<file path="src/rtl/axi_dma_burst_writer_if.sv">
// AXI3 write-side bundle between the DMA burst writer (master) and the HP port (slave).
// Only the AW, W and B channels carry traffic; arvalid/rready exist so the
// master can tie the read side off.
interface axi_ifc;
   logic [3:0]  awid;
   logic [31:0] awaddr;
   logic [3:0]  awlen;
   logic [2:0]  awsize;
   logic [1:0]  awburst;
   logic [3:0]  awcache;
   logic [1:0]  awlock;
   logic        awvalid;
   logic        awready;
   logic [3:0]  wid;
   logic [31:0] wdata;
   logic [3:0]  wstrb;
   logic        wlast;
   logic        wvalid;
   logic        wready;
   logic [1:0]  bresp;
   logic        bvalid;
   logic        bready;
   logic        arvalid;
   logic        rready;

   modport master (
      output awid, awaddr, awlen, awsize, awburst, awcache, awlock, awvalid,
      input  awready,
      output wid, wdata, wstrb, wlast, wvalid,
      input  wready,
      input  bresp, bvalid,
      output bready,
      output arvalid, rready
   );

   modport slave (
      input  awid, awaddr, awlen, awsize, awburst, awcache, awlock, awvalid,
      output awready,
      input  wid, wdata, wstrb, wlast, wvalid,
      output wready,
      output bresp, bvalid,
      input  bready,
      input  arvalid, rready
   );
endinterface

</file>
<file path="src/rtl/axi_dma_burst_writer.sv">
// Multi-burst AXI3 write DMA. One request (address, word count) is cut into
// INCR bursts of at most MAXBURST beats that never cross a 4KB page. The AW
// channel runs ahead of W by up to OUTSTANDING bursts; burst lengths travel
// from AW to W through a small length queue. B responses fold into a sticky
// error flag.
//
// Handshake rule on every channel: a transfer happens in a cycle where
// valid & ready are both 1 at posedge clk. Once valid is raised, valid and its
// payload stay constant until that transfer; ready may change freely.
module axi_dma_burst_writer #(
   parameter int MAXBURST    = 16,
   parameter int LENW        = 16,
   parameter int OUTSTANDING = 4
) (
   input  logic            clk,
   input  logic            reset,
   axi_ifc.master          m,
   input  logic            start,
   input  logic [31:0]     addr,
   input  logic [LENW-1:0] count,
   input  logic [31:0]     data,
   output logic            advance,
   output logic            busy,
   output logic            done,
   output logic            error,
   output logic            state_dbg
);

   localparam int WL = LENW + 1;
   localparam int QW = (OUTSTANDING > 1) ? $clog2(OUTSTANDING) : 1;
   localparam int FW = $clog2(OUTSTANDING + 1);

   typedef enum logic {S_IDLE, S_ACTIVE} state_t;

   state_t        state;
   logic [31:0]   cur_addr;      // byte address of the next burst to issue
   logic [WL-1:0] words_left;    // words not yet covered by an accepted AW
   logic [4:0]    aw_l;          // length of the burst currently on AW
   logic [FW-1:0] in_flight;     // AW accepted, B not yet received
   logic [4:0]    len_q [OUTSTANDING];
   logic [QW-1:0] wr_ptr;
   logic [QW-1:0] rd_ptr;
   logic [FW-1:0] q_cnt;
   logic [4:0]    beat_cnt;      // beat index inside the head burst

   logic [31:0]   start_addr;
   logic [WL-1:0] start_words;
   logic [4:0]    start_len;
   logic [4:0]    start_len_m1;
   logic [4:0]    next_len;
   logic [4:0]    next_len_m1;
   logic          aw_hs;
   logic          w_hs;
   logic          b_hs;
   logic          w_pop;

   // Burst length: smallest of MAXBURST, remaining words and words left in the 4KB page.
   function automatic logic [4:0] burst_len(input logic [9:0] word_in_page,
                                            input logic [WL-1:0] words);
      logic [31:0] l;
      logic [31:0] room;
      logic [31:0] w;
      room = 32'd1024 - {22'd0, word_in_page};
      w    = 32'(words);
      l    = 32'(MAXBURST);
      if (w < l)
         l = w;
      if (room < l)
         l = room;
      return l[4:0];
   endfunction

   function automatic logic [QW-1:0] ptr_inc(input logic [QW-1:0] p);
      return (p == QW'(OUTSTANDING - 1)) ? '0 : p + 1'b1;
   endfunction

   assign start_addr   = addr & ~32'd3;
   assign start_words  = WL'(count) + WL'(1);
   assign start_len    = burst_len(start_addr[11:2], start_words);
   assign start_len_m1 = start_len - 5'd1;
   assign next_len     = burst_len(cur_addr[11:2], words_left);
   assign next_len_m1  = next_len - 5'd1;

   assign aw_hs = m.awvalid & m.awready;
   assign w_hs  = m.wvalid & m.wready;
   assign b_hs  = m.bvalid & m.bready;
   assign w_pop = w_hs & m.wlast;

   assign m.awid    = '0;
   assign m.awsize  = 3'd2;
   assign m.awburst = 2'd1;
   assign m.awcache = '0;
   assign m.awlock  = '0;
   assign m.wid     = '0;
   assign m.wstrb   = 4'hF;
   assign m.wdata   = data;
   assign m.arvalid = 1'b0;
   assign m.rready  = 1'b0;
   assign m.bready  = busy;
   // W beats exist exactly while a burst length is queued; wlast marks its final beat.
   assign m.wvalid  = (q_cnt != '0);
   assign m.wlast   = m.wvalid && (beat_cnt == len_q[rd_ptr] - 5'd1);
   assign advance   = w_hs;
   assign state_dbg = (state == S_ACTIVE);

   // Transfer FSM with AW issue, length queue, W beat tracking and B retirement.
   always_ff @(posedge clk) begin
      if (reset) begin
         state      <= S_IDLE;
         busy       <= 1'b0;
         done       <= 1'b0;
         error      <= 1'b0;
         m.awvalid  <= 1'b0;
         m.awaddr   <= '0;
         m.awlen    <= '0;
         cur_addr   <= '0;
         words_left <= '0;
         aw_l       <= '0;
         in_flight  <= '0;
         wr_ptr     <= '0;
         rd_ptr     <= '0;
         q_cnt      <= '0;
         beat_cnt   <= '0;
         for (int i = 0; i < OUTSTANDING; i++)
            len_q[i] <= '0;
      end else begin
         done <= 1'b0;
         case (state)
            S_IDLE: begin
               if (start) begin
                  state      <= S_ACTIVE;
                  busy       <= 1'b1;
                  error      <= 1'b0;
                  cur_addr   <= start_addr;
                  words_left <= start_words;
                  aw_l       <= start_len;
                  m.awvalid  <= 1'b1;
                  m.awaddr   <= start_addr;
                  m.awlen    <= start_len_m1[3:0];
               end
            end
            S_ACTIVE: begin
               // AW: retire the offered burst, or offer the next one if the window allows.
               if (aw_hs) begin
                  cur_addr      <= cur_addr + {25'd0, aw_l, 2'b00};
                  words_left    <= words_left - WL'(aw_l);
                  len_q[wr_ptr] <= aw_l;
                  wr_ptr        <= ptr_inc(wr_ptr);
                  m.awvalid     <= 1'b0;
               end else if (!m.awvalid && words_left != '0 &&
                            in_flight < FW'(OUTSTANDING)) begin
                  m.awvalid <= 1'b1;
                  m.awaddr  <= cur_addr;
                  m.awlen   <= next_len_m1[3:0];
                  aw_l      <= next_len;
               end

               if (aw_hs && !w_pop)
                  q_cnt <= q_cnt + 1'b1;
               else if (!aw_hs && w_pop)
                  q_cnt <= q_cnt - 1'b1;

               if (w_hs) begin
                  if (m.wlast) begin
                     beat_cnt <= '0;
                     rd_ptr   <= ptr_inc(rd_ptr);
                  end else begin
                     beat_cnt <= beat_cnt + 5'd1;
                  end
               end

               if (aw_hs && !b_hs)
                  in_flight <= in_flight + 1'b1;
               else if (!aw_hs && b_hs)
                  in_flight <= in_flight - 1'b1;

               if (b_hs && m.bresp != 2'b00)
                  error <= 1'b1;

               // Last response of the last burst ends the transfer.
               if (b_hs && in_flight == FW'(1) && words_left == '0 && !m.awvalid) begin
                  state <= S_IDLE;
                  busy  <= 1'b0;
                  done  <= 1'b1;
               end
            end
            default: state <= S_IDLE;
         endcase
      end
   end

endmodule
</file>
<file path="src/flat_wrapper.sv">
// flat-port wrapper written by rule: the top's interface ports become plain ports
module axi_dma_burst_writer_flat 
#(
   parameter int MAXBURST    = 16,
   parameter int LENW        = 16,
   parameter int OUTSTANDING = 4
)
  (clk, reset, start, addr, count, data, advance, busy, done, error, state_dbg, m_awid, m_awaddr, m_awlen, m_awsize, m_awburst, m_awcache, m_awlock, m_awvalid, m_awready, m_wid, m_wdata, m_wstrb, m_wlast, m_wvalid, m_wready, m_bresp, m_bvalid, m_bready, m_arvalid, m_rready);
  axi_ifc m_i ();
  input  logic clk;
  input  logic reset;
  input  logic start;
  input  logic [31:0] addr;
  input  logic [LENW-1:0] count;
  input  logic [31:0] data;
  output logic advance;
  output logic busy;
  output logic done;
  output logic error;
  output logic state_dbg;
  output wire logic [$bits(m_i.awid)-1:0] m_awid;
  output wire logic [$bits(m_i.awaddr)-1:0] m_awaddr;
  output wire logic [$bits(m_i.awlen)-1:0] m_awlen;
  output wire logic [$bits(m_i.awsize)-1:0] m_awsize;
  output wire logic [$bits(m_i.awburst)-1:0] m_awburst;
  output wire logic [$bits(m_i.awcache)-1:0] m_awcache;
  output wire logic [$bits(m_i.awlock)-1:0] m_awlock;
  output wire logic [$bits(m_i.awvalid)-1:0] m_awvalid;
  input wire logic [$bits(m_i.awready)-1:0] m_awready;
  output wire logic [$bits(m_i.wid)-1:0] m_wid;
  output wire logic [$bits(m_i.wdata)-1:0] m_wdata;
  output wire logic [$bits(m_i.wstrb)-1:0] m_wstrb;
  output wire logic [$bits(m_i.wlast)-1:0] m_wlast;
  output wire logic [$bits(m_i.wvalid)-1:0] m_wvalid;
  input wire logic [$bits(m_i.wready)-1:0] m_wready;
  input wire logic [$bits(m_i.bresp)-1:0] m_bresp;
  input wire logic [$bits(m_i.bvalid)-1:0] m_bvalid;
  output wire logic [$bits(m_i.bready)-1:0] m_bready;
  output wire logic [$bits(m_i.arvalid)-1:0] m_arvalid;
  output wire logic [$bits(m_i.rready)-1:0] m_rready;
  assign m_awid = m_i.awid;
  assign m_awaddr = m_i.awaddr;
  assign m_awlen = m_i.awlen;
  assign m_awsize = m_i.awsize;
  assign m_awburst = m_i.awburst;
  assign m_awcache = m_i.awcache;
  assign m_awlock = m_i.awlock;
  assign m_awvalid = m_i.awvalid;
  assign m_i.awready = m_awready;
  assign m_wid = m_i.wid;
  assign m_wdata = m_i.wdata;
  assign m_wstrb = m_i.wstrb;
  assign m_wlast = m_i.wlast;
  assign m_wvalid = m_i.wvalid;
  assign m_i.wready = m_wready;
  assign m_i.bresp = m_bresp;
  assign m_i.bvalid = m_bvalid;
  assign m_bready = m_i.bready;
  assign m_arvalid = m_i.arvalid;
  assign m_rready = m_i.rready;
  axi_dma_burst_writer #(.MAXBURST(MAXBURST), .LENW(LENW), .OUTSTANDING(OUTSTANDING)) u_core (.clk(clk), .reset(reset), .m(m_i), .start(start), .addr(addr), .count(count), .data(data), .advance(advance), .busy(busy), .done(done), .error(error), .state_dbg(state_dbg));
endmodule
</file>
<file path="config.mk">
export PLATFORM = sky130hd
export DESIGN_NAME = axi_dma_burst_writer_flat
export DESIGN_NICKNAME = d
export VERILOG_FILES = /design/src/rtl/axi_dma_burst_writer_if.sv /design/src/rtl/axi_dma_burst_writer.sv /design/src/flat_wrapper.sv
export SDC_FILE = /design/constraint.sdc
export NUM_CORES = 1
export LEC_CHECK = 0
export ABC_CLOCK_PERIOD_IN_PS = 5800
export BUFFER_PORTS_ARGS = -buffer_cell sky130_fd_sc_hd__buf_2
export CORE_MARGIN = 2
export CORE_UTILIZATION = 40
export DETAILED_ROUTE_END_ITERATION = 10
export PLACE_DENSITY = 0.65
export SLEW_MARGIN = 20
export SYNTH_ARGS = -nofsm -noshare
export SYNTH_HDL_FRONTEND = slang
export SYNTH_SLANG_ARGS = --single-unit
</file>
<file path="constraint.sdc">
create_clock -name clk -period 5.8 [get_ports clk]
set_input_delay 1.16 -clock clk [delete_from_list [all_inputs] [get_ports clk]]
set_output_delay 1.16 -clock clk [all_outputs]
set_load 0.1 [all_outputs]
</file>
==> flow_summary.yaml, run 1 <==
die:
  ioPinCount: 190
  placeableCoreArea_um2: 21000
  die_w_um: 150
  initial_core_util_pct: 40.5
  dieHeight_um: 150
  rows: 53
  die_area_um2: 22400
cts:
  cts_tree: "done"
  cts_setup_buffers: 0
  htreeDepth: 4
  cts_buffers: 17
  cts.clk_slew.worst_paths_ps: 50
  cts_num_sinks: 128
  cts_root_buf: "clkbuf_16"
  cts_resized: 0
  cts_buffer_depth: 2
  cts_hold_buf: 0
  insertion_delay_ps: 420
logic_synthesis:
  synth-edff-count: 20
  ys_ff_latch: 128
  synthCells: 1049
  synth_top_area_share_pct: 25.4
  avgSynthCellArea_um2: 8.10
  synth_top_area_cell: "dfxtp_1"
  ys_types: 70
  synthTopCellsByArea: "dfxtp_1 (25%), edfxtp_1 (7.1%), ha_1 (6.3%)"
  yosysWarnings: 0
  synth_seq_area_share_pct: 32.5
  synthFlopType: "dfxtp_1"
  synth.most_common_cell: "nand2_1"
  syn_area_um2: 8500
  async_flop_share_pct: 0
  netlist_top_cells_count: "nand2_1 (109), dfxtp_1 (108), nor2_1 (105)"
setup_path:
  critical_path_class: "in2reg"
  critPathLaunchType: "primary input"
  cp_max_fo: 8
  crit_required_ps: 6130
  end_kind: "flop"
  cp.arrival_ps: 5500
finish:
  drive_gt1_share_pct: 14.9
  diodes: 0
  layout.nets: 1228
  post-route-cell-area_um2: 9440
  fillers: 2134
  areaGrowthSynthToFinish_pct: 11.2
  stdcell_count: 1381
timing:
  finalWorstSetupSlack_ps: 636
  fin_crit_sh_pct: 89.0
  clock.fmax_mhz: 194
  fin_setup_tns_ps: 0
  finalHoldViolations: 0
  worst_pin_slew_ps: 884
  finalSetupViolCount: 0
  min_period_ps: 5160
  slew_viol_final: 0
  fin_worst_skew_ps: 13.4
  max_slew_margin_pct: 41.0
  rsz0062_at_grt: "false"
grt:
  grt_util_all_layers_pct: 19.0
  grt_first_pass_wirelength_um: 34100
  grt_pass1_vias: 6707
  grt_max_degree: 80
  grt-ovfl-total: 0
  antenna_found_initial: 0
route:
  via_per_inst: 5.37
  vias: 7421
  first_pass_iters: 5
  ant_nets: 0
  drc: 0
  first_iter_violations: 461
  wl_um: 21300
  wl_per_cell_um: 15.5
placed_design:
  hpwl_um: 14900
  post-place-ws_ps: 261
  post-place-cells: 1350
  portBuffers: 96
  dpl_cell_area_um2: 8870
  gp_congestion: 0.819
pwr:
  vdd_drop_max_uv: 236
  power_density_nw_per_um2: 317
  p_total_mw: 2.99
  cellLeakagePower_nw: 3.71
min_path:
  hp-class: "reg2reg"
status:
  status: "finished clean"
flow_run:
  maxCapViolCount: 0
## cell type report
| cell class | count | area, µm² | area share [%] |
|---|---|---|---|
| multi-input combinational | 813 | 5100 | 54.0 |
| sequential | 128 | 2770 | 29.3 |
| timing repair buffer | 105 | 551 | 5.83 |
| clock buffer | 25 | 515 | 5.46 |
| tap | 275 | 344 | 3.64 |
| inverter | 29 | 109 | 1.15 |
| clock inverter | 6 | 55.1 | 0.583 |
## flip-flops by register name, indices dropped and copies added, names as in the netlist, named ones only
signal,flops
u_core.words_left,17
u_core.m.awaddr,30
u_core.wr_ptr,2
u_core.m.awvalid,1
u_core.q_cnt,3
u_core.done,1
u_core.len_q,20
u_core.beat_cnt,5
u_core.busy,1
u_core.state_dbg,1
u_core.in_flight,3
u_core.rd_ptr,2
u_core.cur_addr,30
u_core.m.awlen,4
u_core.error,1
u_core.aw_l,5
## logic make-up (layout without fill, tap and decap cells)
group	count (synthesis)	after routing	synth area share (%)
AO/OA/AOI/OAI	235	235	17.9
XOR/XNOR	53	53	5.46
adder cells (fa/ha/maj)	46	46	7.04
AND/OR/NAND/NOR	409	409	23.4
other	2	39	0.0884
buffers and inverters	145	165	9.16
multiplexers	31	31	4.42
flip-flops	128	128	32.5
## placed cells by master (no fill, tap or decap), types with 10 or more instances in the layout
| cell type | count |
|---|---|
| nand2_1 | 108 |
| dfxtp_1 | 107 |
| nor2_1 | 104 |
| buf_2 | 95 |
| a21oi_1 | 69 |
| a211oi_1 | 49 |
| nor3_1 | 47 |
| o21ai_0 | 47 |
| ha_1 | 43 |
| conb_1 | 39 |
| xnor2_1 | 30 |
| nand3_1 | 28 |
| inv_1 | 28 |
| mux2i_1 | 24 |
| xor2_1 | 23 |
| and2_1 | 20 |
| edfxtp_1 | 20 |
| nor2b_1 | 19 |
| clkbuf_16 | 17 |
| nand4_1 | 14 |
| nor4_1 | 14 |
| o22ai_1 | 13 |
| buf_4 | 10 |
## layer usage
layer	share of wire [%]	vias to the layer above	routed length, µm	track usage [%]
met5	0	-	0	0
met2	46	177	9840	30.0
li1	-	3740	-	-
met3	4.3	14	912	3.14
met1	49	3490	10400	26.6
met4	0.93	0	199	5.57
## critical path, stage by stage
cell and delay (ps):
buf_2 170, ha_1 220, and3_1 200, or4b_4 510, nor4_2 260, o211ai_2 190, nor2_2 330, nand2_1 100
ha_1 210, or4_1 460, a21oi_1 180, o21ai_0 170, nor4b_1 200, a221oi_1 550, o211ai_1 200, xor2_1 200
o31ai_1 190
## final timing paths
path / depth (start not counted) / slack, ps / end / start
worst max-delay path: 17 / 640 / u_core.m.awlen[3] / count[0]
worst max register to register: 14 / 1400 / u_core.m.awlen[3] / u_core.words_left[8]
worst min register to register: 2 / 460 / u_core.error / u_core.error
worst min-delay path: 2 / 460 / u_core.error / u_core.error
## power by group
| group | internal, mW | leakage [nW] | switching, mW | total (mW) |
|---|---|---|---|---|
| clock | 0.651 | 0.289 | 0.383 | 1.03 |
| sequential | 0.973 | 1.10 | 0.0754 | 1.05 |
| combinational | 0.248 | 2.33 | 0.661 | 0.909 |
## metrics by stage
stage | hold WS (ps) | util (%)
after global routing | 494 | 45.1
after detailed placement | 457 | 42.3
after global placement | 441 | 42.3
after CTS | 463 | 45.0
after floorplan | 458 | -
final | 462 | 45.1
No activity file was read; power rests on OpenSTA's default activity.
==> run 2: changes to the inputs <==
--- a/config.mk
+++ b/config.mk
@@ -5,12 +5,13 @@
 export SDC_FILE = /design/constraint.sdc
 export NUM_CORES = 1
 export LEC_CHECK = 0
-export ABC_CLOCK_PERIOD_IN_PS = 5800
+export ABC_CLOCK_PERIOD_IN_PS = 5300
 export BUFFER_PORTS_ARGS = -buffer_cell sky130_fd_sc_hd__buf_2
 export CORE_MARGIN = 2
 export CORE_UTILIZATION = 40
 export DETAILED_ROUTE_END_ITERATION = 10
 export PLACE_DENSITY = 0.65
+export RECOVER_POWER = 100
 export SLEW_MARGIN = 20
 export SYNTH_ARGS = -nofsm -noshare
 export SYNTH_HDL_FRONTEND = slang
==> constraint.sdc (replaced) <==
create_clock -name clk -period 5.3 [get_ports clk]
set_input_delay 1.06 -clock clk [delete_from_list [all_inputs] [get_ports clk]]
set_output_delay 1.06 -clock clk [all_outputs]
set_load 0.1 [all_outputs]
==> run 2 against run 1 <==
Against the previous run:
- the flow now finishes with violations (capacitance limit, slew limit)
- sequential power increased by 9.5%
- routed wire length decreased by 0.39%
- power increased by 9.9%
==> flow_summary.yaml, run 2 (synthesis results as in run 1) <==
setup_path:
  rr_endpoint: "u_core.cur_addr[31]"
  end_kind: "flop"
  cp.arrival_ps: 5070
  reg2reg_slack_ps: 650
  r2r_start: "u_core.state_dbg"
  cp_max_fo: 5
  critPathLaunchType: "primary input"
  crit_top_cell: "ha_1"
  crit_family: "simple AND/OR/NAND/NOR gates"
  reg2reg_depth: 6
  cpMaxStageDelayCell: "a221oi_1"
  path_cells: "buf_2 -> ha_1 -> and3_1 -> or4b_4 -> nor4_2 -> o211ai_1 -> nor2_2 -> nand2_1 -> ha_1 -> or4_1 -> a21oi_1 -> o21ai_0 -> nor4b_1 -> a221oi_1 -> ha_1 -> xnor2_1 -> a211oi_2"
  crit_required_ps: 5550
  cp_slowest_stage_delay_ps: 540
  cp_num_cells: 17
  critical_path_class: "in2reg"
  path_buf_inv: 1
timing:
  rsz0062_at_grt: "false"
  fin_crit_sh_pct: 90.9
  fin_worst_skew_ps: 7.33
  finalHoldViolations: 0
  slew_viol_final: 97
  holdWs_ps: 456
  finalWorstSetupSlack_ps: 483
  fin_setup_tns_ps: 0
  clock.fmax_mhz: 208
  min_period_ps: 4820
  finalSetupViolCount: 0
  max_slew_margin_pct: -49.8
  worst_pin_slew_ps: 2240
route:
  first_pass_iters: 5
  wl_um: 21300
  first_iter_violations: 380
  vias: 7413
  ant_nets: 0
  drc: 0
  wl_per_cell_um: 15.4
  via_per_inst: 5.36
pwr:
  vdd_drop_max_uv: 215
  share_seq_of_total_power_pct: 35.0
  cellLeakagePower_nw: 3.53
  power_density_nw_per_um2: 350
  swShare_pct: 37.5
  power_frac_clock_pct: 35.1
  p_switching_mw: 1.23
  internal_power_mw: 2.05
  pwr-share-comb_pct: 29.9
placed_design:
  portBuffers: 96
  gp_congestion: 0.835
  hpwl_um: 14900
  post-place-ws_ps: 101
cts:
  cts.clk_slew.worst_paths_ps: 60
  cts_buffer_depth: 2
  cts_tree: "done"
  cts_num_sinks: 128
  cts_root_buf: "clkbuf_16"
  insertion_delay_ps: 420
  htreeDepth: 4
  cts_setup_buffers: 0
  cts_resized: 0
  cts_hold_buf: 0
  cts_buffers: 17
finish:
  areaGrowthSynthToFinish_pct: 10.5
  layout_common_cells: "nand2_1 (108), dfxtp_1 (108), nor2_1 (105), a21oi_1 (69), buf_2 (52)"
  fin_util_pct: 44.8
  diodes: 0
  drive_gt1_share_pct: 10.8
  regArea_um2: 2760
  layout.nets: 1231
  top_regs: "u_core.cur_addr x30, u_core.m.awaddr x30, u_core.len_q x20"
  multi_input_area_um2: 5090
  fillers: 2182
min_path:
  worstHoldStart: "u_core.error"
  whs_path_depth: 2
  hp-class: "reg2reg"
  min_to: "u_core.error"
die:
  ioPinCount: 190
  die_w_um: 150
  rows: 53
  placeableCoreArea_um2: 21000
  dieHeight_um: 150
  initial_core_util_pct: 40.5
  die_area_um2: 22400
status:
  violations: "capacitance limit, slew limit"
  status: "finished, violations left"
flow_run:
  maxCapViolCount: 2
grt:
  grt_first_pass_wirelength_um: 34300
  antenna_found_initial: 0
  grt_pass1_vias: 6772
  grt_util_all_layers_pct: 19.0
  grt-ovfl-total: 0
  grt_max_degree: 68
[run 2: final cells by class]
type	count	share of cell area, %
well taps	275	3.66
multi-input cells	813	54.2
clock inverters	10	1.15
repair buffers	108	5.44
flip-flops and latches	128	29.4
inverters	29	1.16
clock buffers	21	5.02
[run 2: power groups by stage]
stage	combinational, mW	clock (mW)	sequential, mW
after floorplan	0.705	0	1.38
after global placement	0.977	0	1.17
after detailed placement	0.988	0	1.17
after CTS	0.993	1.17	1.15
after global routing	1.07	1.21	1.16
final	0.982	1.16	1.15
[run 2: worst max path at each step]
stage	end	from	slack, ps
4_1_cts	u_core.m.awlen[2]	count[1]	540
5_1_grt	u_core.m.awlen[3]	count[1]	70
6_report	u_core.m.awlen[2]	count[1]	480
2_1_floorplan	u_core.m.awlen[2]	count[0]	560
3_5_place_dp	u_core.m.awlen[2]	count[1]	100
3_3_place_gp	u_core.m.awlen[2]	count[1]	200
[run 2: per-stage QoR]
stage	std cells	instance area, µm²	power, mW
CTS	1384	9470	3.32
floorplan	1086	8630	2.08
finish	1384	9390	3.29
global route	1384	9390	3.45
global placement	1353	8890	2.14
detailed placement	1353	8890	2.16
[run 2: worst min-delay path: stages (launching register included)]
cell and delay, ps:
dfxtp_1 310, nand2_1 50, a21oi_1 50
[run 2: metal layers]
metal | part of all wire [%] | global-route usage (%) | wire [µm]
met1 | 49 | 26.5 | 10400
met4 | 1.0 | 5.14 | 223
met5 | 0 | 0 | 0
met2 | 46 | 30.7 | 9760
met3 | 4.0 | 2.96 | 844
==> run 3: changes to the inputs <==
--- a/config.mk
+++ b/config.mk
@@ -9,6 +9,7 @@
 export BUFFER_PORTS_ARGS = -buffer_cell sky130_fd_sc_hd__buf_2
 export CORE_MARGIN = 2
 export CORE_UTILIZATION = 40
+export CTS_BUF_LIST = sky130_fd_sc_hd__clkbuf_16
 export DETAILED_ROUTE_END_ITERATION = 10
 export PLACE_DENSITY = 0.65
 export RECOVER_POWER = 100
==> run 3 against run 2 <==
Against the previous run:
- the flow still finishes with violations (capacitance limit, slew limit)
- design area fell by 0.11%
- via count fell by 0.13%
- sequential power barely moved
- register-to-register slack barely moved
- worst hold slack barely moved
- routed wire length barely moved
- utilization barely moved
- largest power group is now sequential cells
==> flow_summary.yaml, run 3 (synthesis results as in run 1) <==
route:
  wl_um: 21300
  ant_nets: 0
  drc: 0
  first_iter_violations: 380
  vias: 7403
  via_per_inst: 5.35
  first_pass_iters: 5
  wl_per_cell_um: 15.4
grt:
  grt_max_degree: 68
  antenna_found_initial: 0
  grt_pass1_vias: 6772
  grt_first_pass_wirelength_um: 34300
  grt_util_all_layers_pct: 19.0
  grt-ovfl-total: 0
finish:
  regArea_um2: 2760
  multi_input_area_um2: 5090
  layout.nets: 1231
  diodes: 0
  areaGrowthSynthToFinish_pct: 10.4
  top_regs: "u_core.cur_addr x30, u_core.m.awaddr x30, u_core.len_q x20"
  stdcell_count: 1384
  fillers: 2185
  drive_gt1_share_pct: 10.7
  layout_common_cells: "nand2_1 (108), dfxtp_1 (108), nor2_1 (105), a21oi_1 (69), buf_2 (52)"
cts:
  cts_buffers: 17
  cts_hold_buf: 0
  cts_buffer_depth: 2
  cts_num_sinks: 128
  cts_setup_buffers: 0
  htreeDepth: 4
  insertion_delay_ps: 420
  cts_root_buf: "clkbuf_16"
  cts_resized: 0
  cts.clk_slew.worst_paths_ps: 60
  cts_tree: "done"
pwr:
  vdd_drop_max_uv: 215
  power_density_nw_per_um2: 348
  cellLeakagePower_nw: 3.54
setup_path:
  reg2reg_depth: 6
  cp_max_fo: 5
  end_kind: "flop"
  cp.arrival_ps: 5070
  crit_required_ps: 5550
  critical_path_class: "in2reg"
  critPathLaunchType: "primary input"
timing:
  fin_crit_sh_pct: 90.9
  finalHoldViolations: 0
  slew_viol_final: 97
  min_period_ps: 4820
  fin_worst_skew_ps: 7.58
  rsz0062_at_grt: "false"
  fin_setup_tns_ps: 0
  finalSetupViolCount: 0
  max_slew_margin_pct: -50.5
  clock.fmax_mhz: 208
  worst_pin_slew_ps: 2250
placed_design:
  hpwl_um: 14900
  portBuffers: 96
  post-place-cells: 1353
  gp_congestion: 0.835
die:
  ioPinCount: 190
  initial_core_util_pct: 40.5
  die_area_um2: 22400
  dieHeight_um: 150
  die_w_um: 150
  placeableCoreArea_um2: 21000
  rows: 53
flow_run:
  maxCapViolCount: 2
min_path:
  whs_path_depth: 2
  hp-class: "reg2reg"
status:
  status: "finished, violations left"
  violations: "capacitance limit, slew limit"
[run 3: per-layer routing]
layer | vias to the layer above | wire (µm) | global-route usage [%]
met5 | - | 0 | 0
li1 | 3746 | - | -
met3 | 17 | 844 | 2.96
met4 | 0 | 223 | 5.14
met2 | 161 | 9750 | 30.7
met1 | 3479 | 10400 | 26.5
[run 3: power by group]
group	total, mW	internal, mW	switching (mW)
Clock	1.14	0.708	0.429
Combinational	0.981	0.263	0.718
Sequential	1.15	1.06	0.0862
Total	3.27	2.03	1.23
[run 3: layout make-up]
cell class / count / share of cell area, %
multi-input combinational: 813 / 54.2
sequential: 128 / 29.4
timing repair buffer: 108 / 5.44
clock buffer: 18 / 4.80
tap: 275 / 3.67
clock inverter: 13 / 1.27
inverter: 29 / 1.16
[run 3: final timing paths]
kind | startpoint | slack, ps | to
worst max register to register | u_core.state_dbg | 640 | u_core.cur_addr[31]
worst min register to register | u_core.error | 460 | u_core.error
worst max-delay path | count[1] | 480 | u_core.m.awlen[2]
worst min-delay path | u_core.error | 460 | u_core.error
[run 3: stage by stage]
step	worst slack, ps	util, %	hold slack (ps)	cell area (µm²)	total power, mW
final	483	44.8	456	9380	3.27
after global routing	72.0	44.8	483	9380	3.43
after CTS	537	45.1	455	9460	3.30
after detailed placement	101	42.4	449	8890	2.16
after floorplan	564	-	458	8630	2.08
after global placement	195	42.4	439	8890	2.14
[run 3: critical path, cell delays in order]
cell	delay [ps]
buf_2	120
ha_1	200
and3_1	230
or4b_4	520
nor4_2	240
o211ai_1	160
nor2_2	200
nand2_1	90
ha_1	200
or4_1	460
a21oi_1	170
o21ai_0	170
nor4b_1	190
a221oi_1	540
ha_1	280
xnor2_1	140
a211oi_2	90
